--- src/rtl/dac_pkg.sv ---
// rtl/dac_pkg.sv - shared types and word-format helpers for the DAC datapath stages
package dac_pkg;

  // Widest output word the helpers can build; callers truncate to their own width.
  localparam int unsigned MAX_W = 64;

  typedef enum logic [1:0] {
    ST_EMPTY = 2'd0,
    ST_RUN   = 2'd1,
    ST_HOLD  = 2'd2
  } feed_state_e;

  // Unsigned midscale code (only the MSB set) for a data_size-bit modulator word.
  function automatic logic [MAX_W-1:0] midscale(input int unsigned data_size);
    return MAX_W'(1) << (data_size - 1);
  endfunction

  // Two's complement in_size-bit sample to offset binary, left-justified in data_size bits.
  function automatic logic [MAX_W-1:0] offset_lj(input logic [MAX_W-1:0] s,
                                                  input int unsigned      in_size,
                                                  input int unsigned      data_size);
    logic [MAX_W-1:0] mask;
    mask = (MAX_W'(1) << in_size) - MAX_W'(1);
    return ((s ^ (MAX_W'(1) << (in_size - 1))) & mask) << (data_size - in_size);
  endfunction

endpackage

--- src/rtl/sample_fifo.sv ---
// rtl/sample_fifo.sv - show-ahead synchronous FIFO with registered level, DEPTH a power of two >= 2
module sample_fifo #(
  parameter int WIDTH = 16,
  parameter int DEPTH = 4
) (
  input  logic                      clk,
  input  logic                      reset,
  input  logic                      push,
  input  logic                      pop,
  input  logic [WIDTH-1:0]          wdata,
  output logic [WIDTH-1:0]          rdata,
  output logic [$clog2(DEPTH):0]    level,
  output logic                      full,
  output logic                      empty
);

  localparam int AW = (DEPTH > 1) ? $clog2(DEPTH) : 1;
  localparam int LW = $clog2(DEPTH) + 1;

  logic [WIDTH-1:0] mem_q [DEPTH];
  logic [WIDTH-1:0] mem_d [DEPTH];
  logic [AW-1:0]    wr_ptr_q, wr_ptr_d;
  logic [AW-1:0]    rd_ptr_q, rd_ptr_d;
  logic [LW-1:0]    level_q, level_d;
  logic             do_push, do_pop;

  // Full/empty come only from the registered level, so a full FIFO refuses a push even while popping.
  assign full    = (level_q == LW'(DEPTH));
  assign empty   = (level_q == '0);
  assign do_push = push && !full;
  assign do_pop  = pop && !empty;
  assign rdata   = mem_q[rd_ptr_q];
  assign level   = level_q;

  // Next-state: write slot, pointer advance and occupancy bookkeeping.
  always_comb begin
    mem_d    = mem_q;
    wr_ptr_d = wr_ptr_q;
    rd_ptr_d = rd_ptr_q;
    level_d  = level_q;
    if (do_push) begin
      mem_d[wr_ptr_q] = wdata;
      wr_ptr_d        = wr_ptr_q + 1'b1;
    end
    if (do_pop) begin
      rd_ptr_d = rd_ptr_q + 1'b1;
    end
    case ({do_push, do_pop})
      2'b10:   level_d = level_q + 1'b1;
      2'b01:   level_d = level_q - 1'b1;
      default: level_d = level_q;
    endcase
  end

  // State registers; storage is not cleared on reset, only the pointers and level.
  always_ff @(posedge clk) begin
    mem_q <= mem_d;
    if (!reset) begin
      wr_ptr_q <= '0;
      rd_ptr_q <= '0;
      level_q  <= '0;
    end else begin
      wr_ptr_q <= wr_ptr_d;
      rd_ptr_q <= rd_ptr_d;
      level_q  <= level_d;
    end
  end

endmodule

--- src/rtl/dac_sample_feeder.sv ---
// rtl/dac_sample_feeder.sv - PCM input FIFO, linear interpolator and offset-binary word driver for the delta-sigma modulator
module dac_sample_feeder
  import dac_pkg::*;
#(
  parameter int DATA_SIZE   = 32,
  parameter int IN_SIZE     = 16,
  parameter int INTERP_LOG2 = 2,
  parameter int HOLD_CYCLES = 32,
  parameter int FIFO_DEPTH  = 4
) (
  input  logic                           clk,
  input  logic                           reset,
  input  logic [IN_SIZE-1:0]             in_data,
  input  logic                           in_valid,
  output logic                           in_ready,
  output logic [DATA_SIZE-1:0]           out_data,
  output logic                           out_strobe,
  output logic                           underrun,
  output logic [$clog2(FIFO_DEPTH):0]    fifo_level
);

  localparam int ACC_W = IN_SIZE + INTERP_LOG2 + 1;
  localparam int DLT_W = IN_SIZE + 1;
  localparam int CNT_W = (HOLD_CYCLES > 1) ? $clog2(HOLD_CYCLES) : 1;
  localparam logic [INTERP_LOG2-1:0] K_MAX    = '1;
  localparam logic [CNT_W-1:0]       CNT_LAST = CNT_W'(HOLD_CYCLES - 1);
  localparam logic [DATA_SIZE-1:0]   MID      = DATA_SIZE'(midscale(DATA_SIZE));

  // Two's complement values held in plain vectors; sign extension is explicit below.
  feed_state_e            state_q, state_d;
  logic [CNT_W-1:0]       cnt_q, cnt_d;
  logic [IN_SIZE-1:0]     prev_q, prev_d;
  logic [IN_SIZE-1:0]     cur_q, cur_d;
  logic [DLT_W-1:0]       delta_q, delta_d;
  logic [ACC_W-1:0]       acc_q, acc_d;
  logic [INTERP_LOG2-1:0] k_q, k_d;
  logic [DATA_SIZE-1:0]   out_data_q, out_data_d;
  logic                   out_strobe_q, out_strobe_d;
  logic                   underrun_q, underrun_d;

  logic [IN_SIZE-1:0]     fifo_rdata;
  logic                   fifo_full, fifo_empty, fifo_pop;
  logic                   tick, seg_end, use_mid;
  logic [IN_SIZE-1:0]     s_sel;
  logic signed [ACC_W-1:0] acc_step;

  // Segment start point: sample scaled by the interpolation factor, one guard bit above.
  function automatic logic [ACC_W-1:0] acc_load(input logic [IN_SIZE-1:0] x);
    return {x[IN_SIZE-1], x, {INTERP_LOG2{1'b0}}};
  endfunction

  // Sign-extended difference so a full-scale swing (e.g. 0x7FFF -> 0x8000) does not wrap.
  function automatic logic [DLT_W-1:0] seg_delta(input logic [IN_SIZE-1:0] to_s,
                                                  input logic [IN_SIZE-1:0] from_s);
    return {to_s[IN_SIZE-1], to_s} - {from_s[IN_SIZE-1], from_s};
  endfunction

  sample_fifo #(
    .WIDTH (IN_SIZE),
    .DEPTH (FIFO_DEPTH)
  ) u_fifo (
    .clk   (clk),
    .reset (reset),
    .push  (in_valid),
    .pop   (fifo_pop),
    .wdata (in_data),
    .rdata (fifo_rdata),
    .level (fifo_level),
    .full  (fifo_full),
    .empty (fifo_empty)
  );

  assign tick       = (cnt_q == CNT_LAST);
  assign acc_step   = acc_q + {{INTERP_LOG2{delta_q[DLT_W-1]}}, delta_q};
  assign in_ready   = !fifo_full;
  assign out_data   = out_data_q;
  assign out_strobe = out_strobe_q;
  assign underrun   = underrun_q;

  // Tick counter plus the interpolator step / segment-boundary decisions taken on each tick.
  always_comb begin
    state_d      = state_q;
    cnt_d        = tick ? '0 : cnt_q + 1'b1;
    prev_d       = prev_q;
    cur_d        = cur_q;
    delta_d      = delta_q;
    acc_d        = acc_q;
    k_d          = k_q;
    out_data_d   = out_data_q;
    out_strobe_d = 1'b0;
    underrun_d   = 1'b0;
    fifo_pop     = 1'b0;
    seg_end      = 1'b0;
    use_mid      = 1'b0;
    s_sel        = cur_q;
    if (tick) begin
      out_strobe_d = 1'b1;
      unique case (state_q)
        ST_EMPTY: begin
          if (fifo_empty) begin
            use_mid = 1'b1;
          end else begin
            fifo_pop = 1'b1;
            prev_d   = fifo_rdata;
            cur_d    = fifo_rdata;
            delta_d  = '0;
            acc_d    = acc_load(fifo_rdata);
            k_d      = '0;
            s_sel    = fifo_rdata;
            state_d  = ST_RUN;
          end
        end
        ST_RUN: begin
          if (k_q != K_MAX) begin
            acc_d = acc_step;
            k_d   = k_q + 1'b1;
            s_sel = IN_SIZE'(acc_step >>> INTERP_LOG2);
          end else begin
            seg_end = 1'b1;
          end
        end
        default: seg_end = 1'b1;
      endcase
      // New segment always starts from the old endpoint; with no next sample it flattens out.
      if (seg_end) begin
        s_sel  = cur_q;
        prev_d = cur_q;
        acc_d  = acc_load(cur_q);
        if (!fifo_empty) begin
          fifo_pop = 1'b1;
          cur_d    = fifo_rdata;
          delta_d  = seg_delta(fifo_rdata, cur_q);
          k_d      = '0;
          state_d  = ST_RUN;
        end else begin
          delta_d    = '0;
          underrun_d = (state_q == ST_RUN);
          state_d    = ST_HOLD;
        end
      end
      out_data_d = use_mid ? MID
                           : DATA_SIZE'(offset_lj(MAX_W'(s_sel), IN_SIZE, DATA_SIZE));
    end
  end

  // Single state register bank; reset forces midscale and EMPTY regardless of position.
  always_ff @(posedge clk) begin
    if (!reset) begin
      state_q      <= ST_EMPTY;
      cnt_q        <= '0;
      prev_q       <= '0;
      cur_q        <= '0;
      delta_q      <= '0;
      acc_q        <= '0;
      k_q          <= '0;
      out_data_q   <= MID;
      out_strobe_q <= 1'b0;
      underrun_q   <= 1'b0;
    end else begin
      state_q      <= state_d;
      cnt_q        <= cnt_d;
      prev_q       <= prev_d;
      cur_q        <= cur_d;
      delta_q      <= delta_d;
      acc_q        <= acc_d;
      k_q          <= k_d;
      out_data_q   <= out_data_d;
      out_strobe_q <= out_strobe_d;
      underrun_q   <= underrun_d;
    end
  end

endmodule

--- config.mk ---
export PLATFORM = sky130hd
export DESIGN_NAME = dac_sample_feeder
export DESIGN_NICKNAME = d
export VERILOG_FILES = /design/src/rtl/dac_pkg.sv /design/src/rtl/sample_fifo.sv /design/src/rtl/dac_sample_feeder.sv
export SDC_FILE = /design/constraint.sdc
export NUM_CORES = 1
export LEC_CHECK = 0
export BUFFER_PORTS_ARGS = -buffer_cell sky130_fd_sc_hd__buf_2
export CORE_ASPECT_RATIO = 1.1
export CORE_MARGIN = 2
export CORE_UTILIZATION = 45
export DETAILED_ROUTE_END_ITERATION = 7
export PLACE_DENSITY = 0.74
export SLEW_MARGIN = 15
export SYNTH_ARGS = -nofsm -noshare
export SYNTH_HDL_FRONTEND = slang
export SYNTH_SLANG_ARGS = --single-unit
export TNS_END_PERCENT = 5
--- constraint.sdc ---
create_clock -name clk -period 7.9 [get_ports clk]
set_input_delay 0 -clock clk [delete_from_list [all_inputs] [get_ports clk]]
set_output_delay 0 -clock clk [all_outputs]
set_load 0.1 [all_outputs]
==> impl_metrics.ini <==
[outcome]
outcome = finished clean

[layout]
area.sequential_um2 = 3623
drive_gt1_share_pct = 12.31
fin_nets = 853
area_delta_synth_final_pct = 14.13
diodes = 0
multi_input_area_um2 = 3592
fillCellCount = 1445

[logic_synthesis]
yosys.cell_types.count = 66
synthFlopType = dfxtp_1
yosys_warnings = 0
async_reset_ff_share_pct = 0
ys_ff_latch = 149
yosys.area.top_type = edfxtp_1
synth.most_common_cell = nand2_1
avgSynthCellArea_um2 = 10.18
synthTopCellsByArea = edfxtp_1, dfxtp_1, ha_1
synthTopCellsByCount = nand2_1, dfxtp_1, edfxtp_1
synth_area_um2 = 7526
synth_top_cell_area_share_pct = 25.54
ys_seq_area_share_pct = 48.15
synth_edf_count = 64
postSynthCellCount = 739

[cts]
cts_root_buf = clkbuf_16
post-cts-setup-buffers = 0
insertion_delay_ns = 0.43
cts_resized = 0
clk_pin_slew_ns = 0.07
htreeDepth = 4
cts_sinks = 149
cts_buffer_depth = 2
numCtsBuffers = 17
cts_tree = done

[setup_path]
path_cells = ha_1 > and3_1 > ha_1 > nand2_1 > nor2_1 > nand2_1 > inv_2 > ha_1 > inv_1 > fa_1 > xor2_1 > or3_1 > a21oi_1
critPathArrivalTime_ns = 4.20
critPathRequiredTime_ns = 8.26
cp-end-kind = flip-flop
path_delay_family = simple AND/OR/NAND/NOR gates
worstSetupStartpointType = flip-flop
r2r_slack_ns = 4.06
r2r_end = u_fifo.level[2]$_SDFFE_PN0P_
r2r_start = cnt_q[0]$_SDFF_PP0_
cp_max_fo = 17
crit_type = reg2reg
crit_top_cell = ha_1
worst-path-buf-inv = 2
max_stage_delay_ns = 0.47
rr_worst_depth = 13
crit_slowest_cell = ha_1

[sta]
drv_slew = 0
rsz0062_at_grt = no
clock-skew-final_ns = 0.01237
fmax_ghz = 0.2605
fin_crit_sh_pct = 48.60
finalHoldViolations = 0
worstMarginPinSlew_ns = 1.098
finalSetupTns_ns = 0
slew_headroom_pct = 26.54
setup_ws_ns = 4.061
finalSetupViolCount = 0
post-route-min-period_ns = 3.839

[die]
core_area_um2 = 16370
die_w_um = 127.3
rows = 49
die-area_um2 = 17780
die_y_um = 139.6
io_pins = 57
start_util_pct = 45.98

[place]
preCtsSetupSlack_ns = 4.161
dp_hpwl_mm = 12.64
place.gp.congestion = 0.9364
io_buffers = 40

[global_route]
overflow = 0
grt_pass1_vias = 5453
track_usage_pct = 20.71
grt_max_degree = 23
grt_pass1_wl_mm = 28.59
antenna_found_initial = 0

[pwr]
clkPwrFrac_pct = 44.0
power_density_nw_per_um2 = 209.7
comb_power_share_pct = 9.9
p_int_mw = 1.322
p_leak_nw = 3.388
p_sw_mw = 0.4796
switching_share_pct = 26.62
max-vdd-ir-drop_mv = 0.1778
p_seq_share_pct = 46.1

[routing]
routed_wl_mm = 18.10
avgViaCountPerCell = 5.822
num_vias = 5869
drt-pass1-iter-count = 5
ant_nets = 0
drtIter0Drc = 445
wire_per_inst_um = 17.95
drc_errors = 0

[min_path]
min_path_type = in2reg
whs_path_depth = 4
hp-start = in_valid
hold_end = u_fifo.wr_ptr_q[1]$_SDFFE_PN0P_

[job]
drv_cap = 0
==> sequential cells by signal (all words and copies together), names as in the netlist <==
| signal | flops |
|---|---|
| delta_q | 17 |
| u_fifo.rd_ptr_q | 2 |
| u_fifo.mem_q | 64 |
| u_fifo.level | 3 |
| cur_q | 16 |
| out_data | 16 |
| out_strobe | 1 |
| u_fifo.wr_ptr_q | 2 |
| k_q | 2 |
| underrun | 1 |
| cnt_q | 5 |
| acc_q | 18 |
| state_q | 2 |
==> repair_timing <==
item	4_1_cts	5_1_grt
hold endpoints to repair	68	0
hold buffers	17	0
setup endpoints to repair	0	0
==> per-stage QoR <==
step / utilization (%) / std cells / hold slack [ns] / power, mW / instance area [um^2]
3_3_place_gp: 47.94 / 959 / 0.2152 / 1.015 / 7848
5_1_grt: 52.47 / 1008 / 0.06839 / 1.856 / 8589
6_report: 52.47 / 1008 / 0.03117 / 1.801 / 8589
4_1_cts: 52.47 / 1008 / 0.02158 / 1.807 / 8589
2_1_floorplan: - / 754 / 0.09887 / 0.9827 / 7582
3_5_place_dp: 47.94 / 959 / 0.2170 / 1.017 / 7848
==> cells in the final DEF (no fill, tap or decap), types with 6 or more instances in the layout <==
master         Yosys  final
a21o_1            22     22
a21oi_1           63     63
a221oi_1           6      6
a22oi_1           11     11
and3_1             9      9
buf_2              5     40
buf_4             16      6
clkbuf_16          0     17
conb_1             1     16
dfxtp_1           85     85
dlygate4sd3_1      0     17
edfxtp_1          64     64
ha_1              40     40
inv_1             33     33
mux2i_1            6      6
mux4_2            16     16
nand2_1           92     92
nand3_1            8      8
nor2_1            56     56
nor3_1            11     11
o21a_1             7      7
o21ai_0           31     31
or3_1              9      9
xnor2_1           14     14
xor2_1            12     12
==> layout make-up <==
type	instances	area share, %
flip-flops and latches	149	42.19
multi-input cells	525	41.82
clock buffers	19	5.040
repair buffers	63	4.836
well taps	204	2.972
clock inverters	13	1.617
inverters	35	1.529
==> power by group through the flow <==
stage | sequential [mW] | combinational (mW) | clock, mW
after CTS | 0.831 | 0.178 | 0.799
after detailed placement | 0.847 | 0.170 | 0
after global routing | 0.831 | 0.193 | 0.831
after floorplan | 0.852 | 0.131 | 0
after global placement | 0.846 | 0.169 | 0
final | 0.830 | 0.179 | 0.792
==> tightest hold or removal path: stages <==
cell and delay (ns):
buf_2 0.12, and2_1 0.17, nand2_1 0.08, a21oi_1 0.05
==> logic make-up (layout without fill, tap and decap cells) <==
kind of cell,after synthesis,after routing,share of synthesized area (%)
DFF,149,149,48.15
and+or+nand+nor,213,213,12.63
muxes,22,22,5.586
other,1,16,0.04983
xor gates and xnor gates,26,26,3.026
adders and majority gates,43,43,7.448
AOI/OAI and AO/OA,205,205,18.24
buffers and inverters,80,130,4.871
==> routing by layer <==
layer | vias to the layer above | part of all wire [%] | wire length (um) | GRT usage [%]
li1 | 2792 | - | - | -
met1 | 2833 | 44 | 7902 | 27.74
met2 | 209 | 48 | 8772 | 34.28
met3 | 35 | 6.3 | 1135 | 4.037
met4 | 0 | 1.6 | 284 | 5.899
met5 | - | 0 | 0 | 0
==> how the worst max path moves through the flow <==
stage,to,cells after the start,startpoint
2_1_floorplan,u_fifo.level[2]$_SDFFE_PN0P_,9,u_fifo.level[2]$_SDFFE_PN0P_
3_3_place_gp,u_fifo.level[2]$_SDFFE_PN0P_,13,cnt_q[0]$_SDFF_PP0_
3_5_place_dp,u_fifo.level[2]$_SDFFE_PN0P_,13,cnt_q[0]$_SDFF_PP0_
4_1_cts,u_fifo.level[2]$_SDFFE_PN0P_,13,cnt_q[0]$_SDFF_PP0_
5_1_grt,u_fifo.level[2]$_SDFFE_PN0P_,13,cnt_q[0]$_SDFF_PP0_
6_report,u_fifo.level[2]$_SDFFE_PN0P_,13,cnt_q[0]$_SDFF_PP0_
Power figures use the tool's default switching activity.
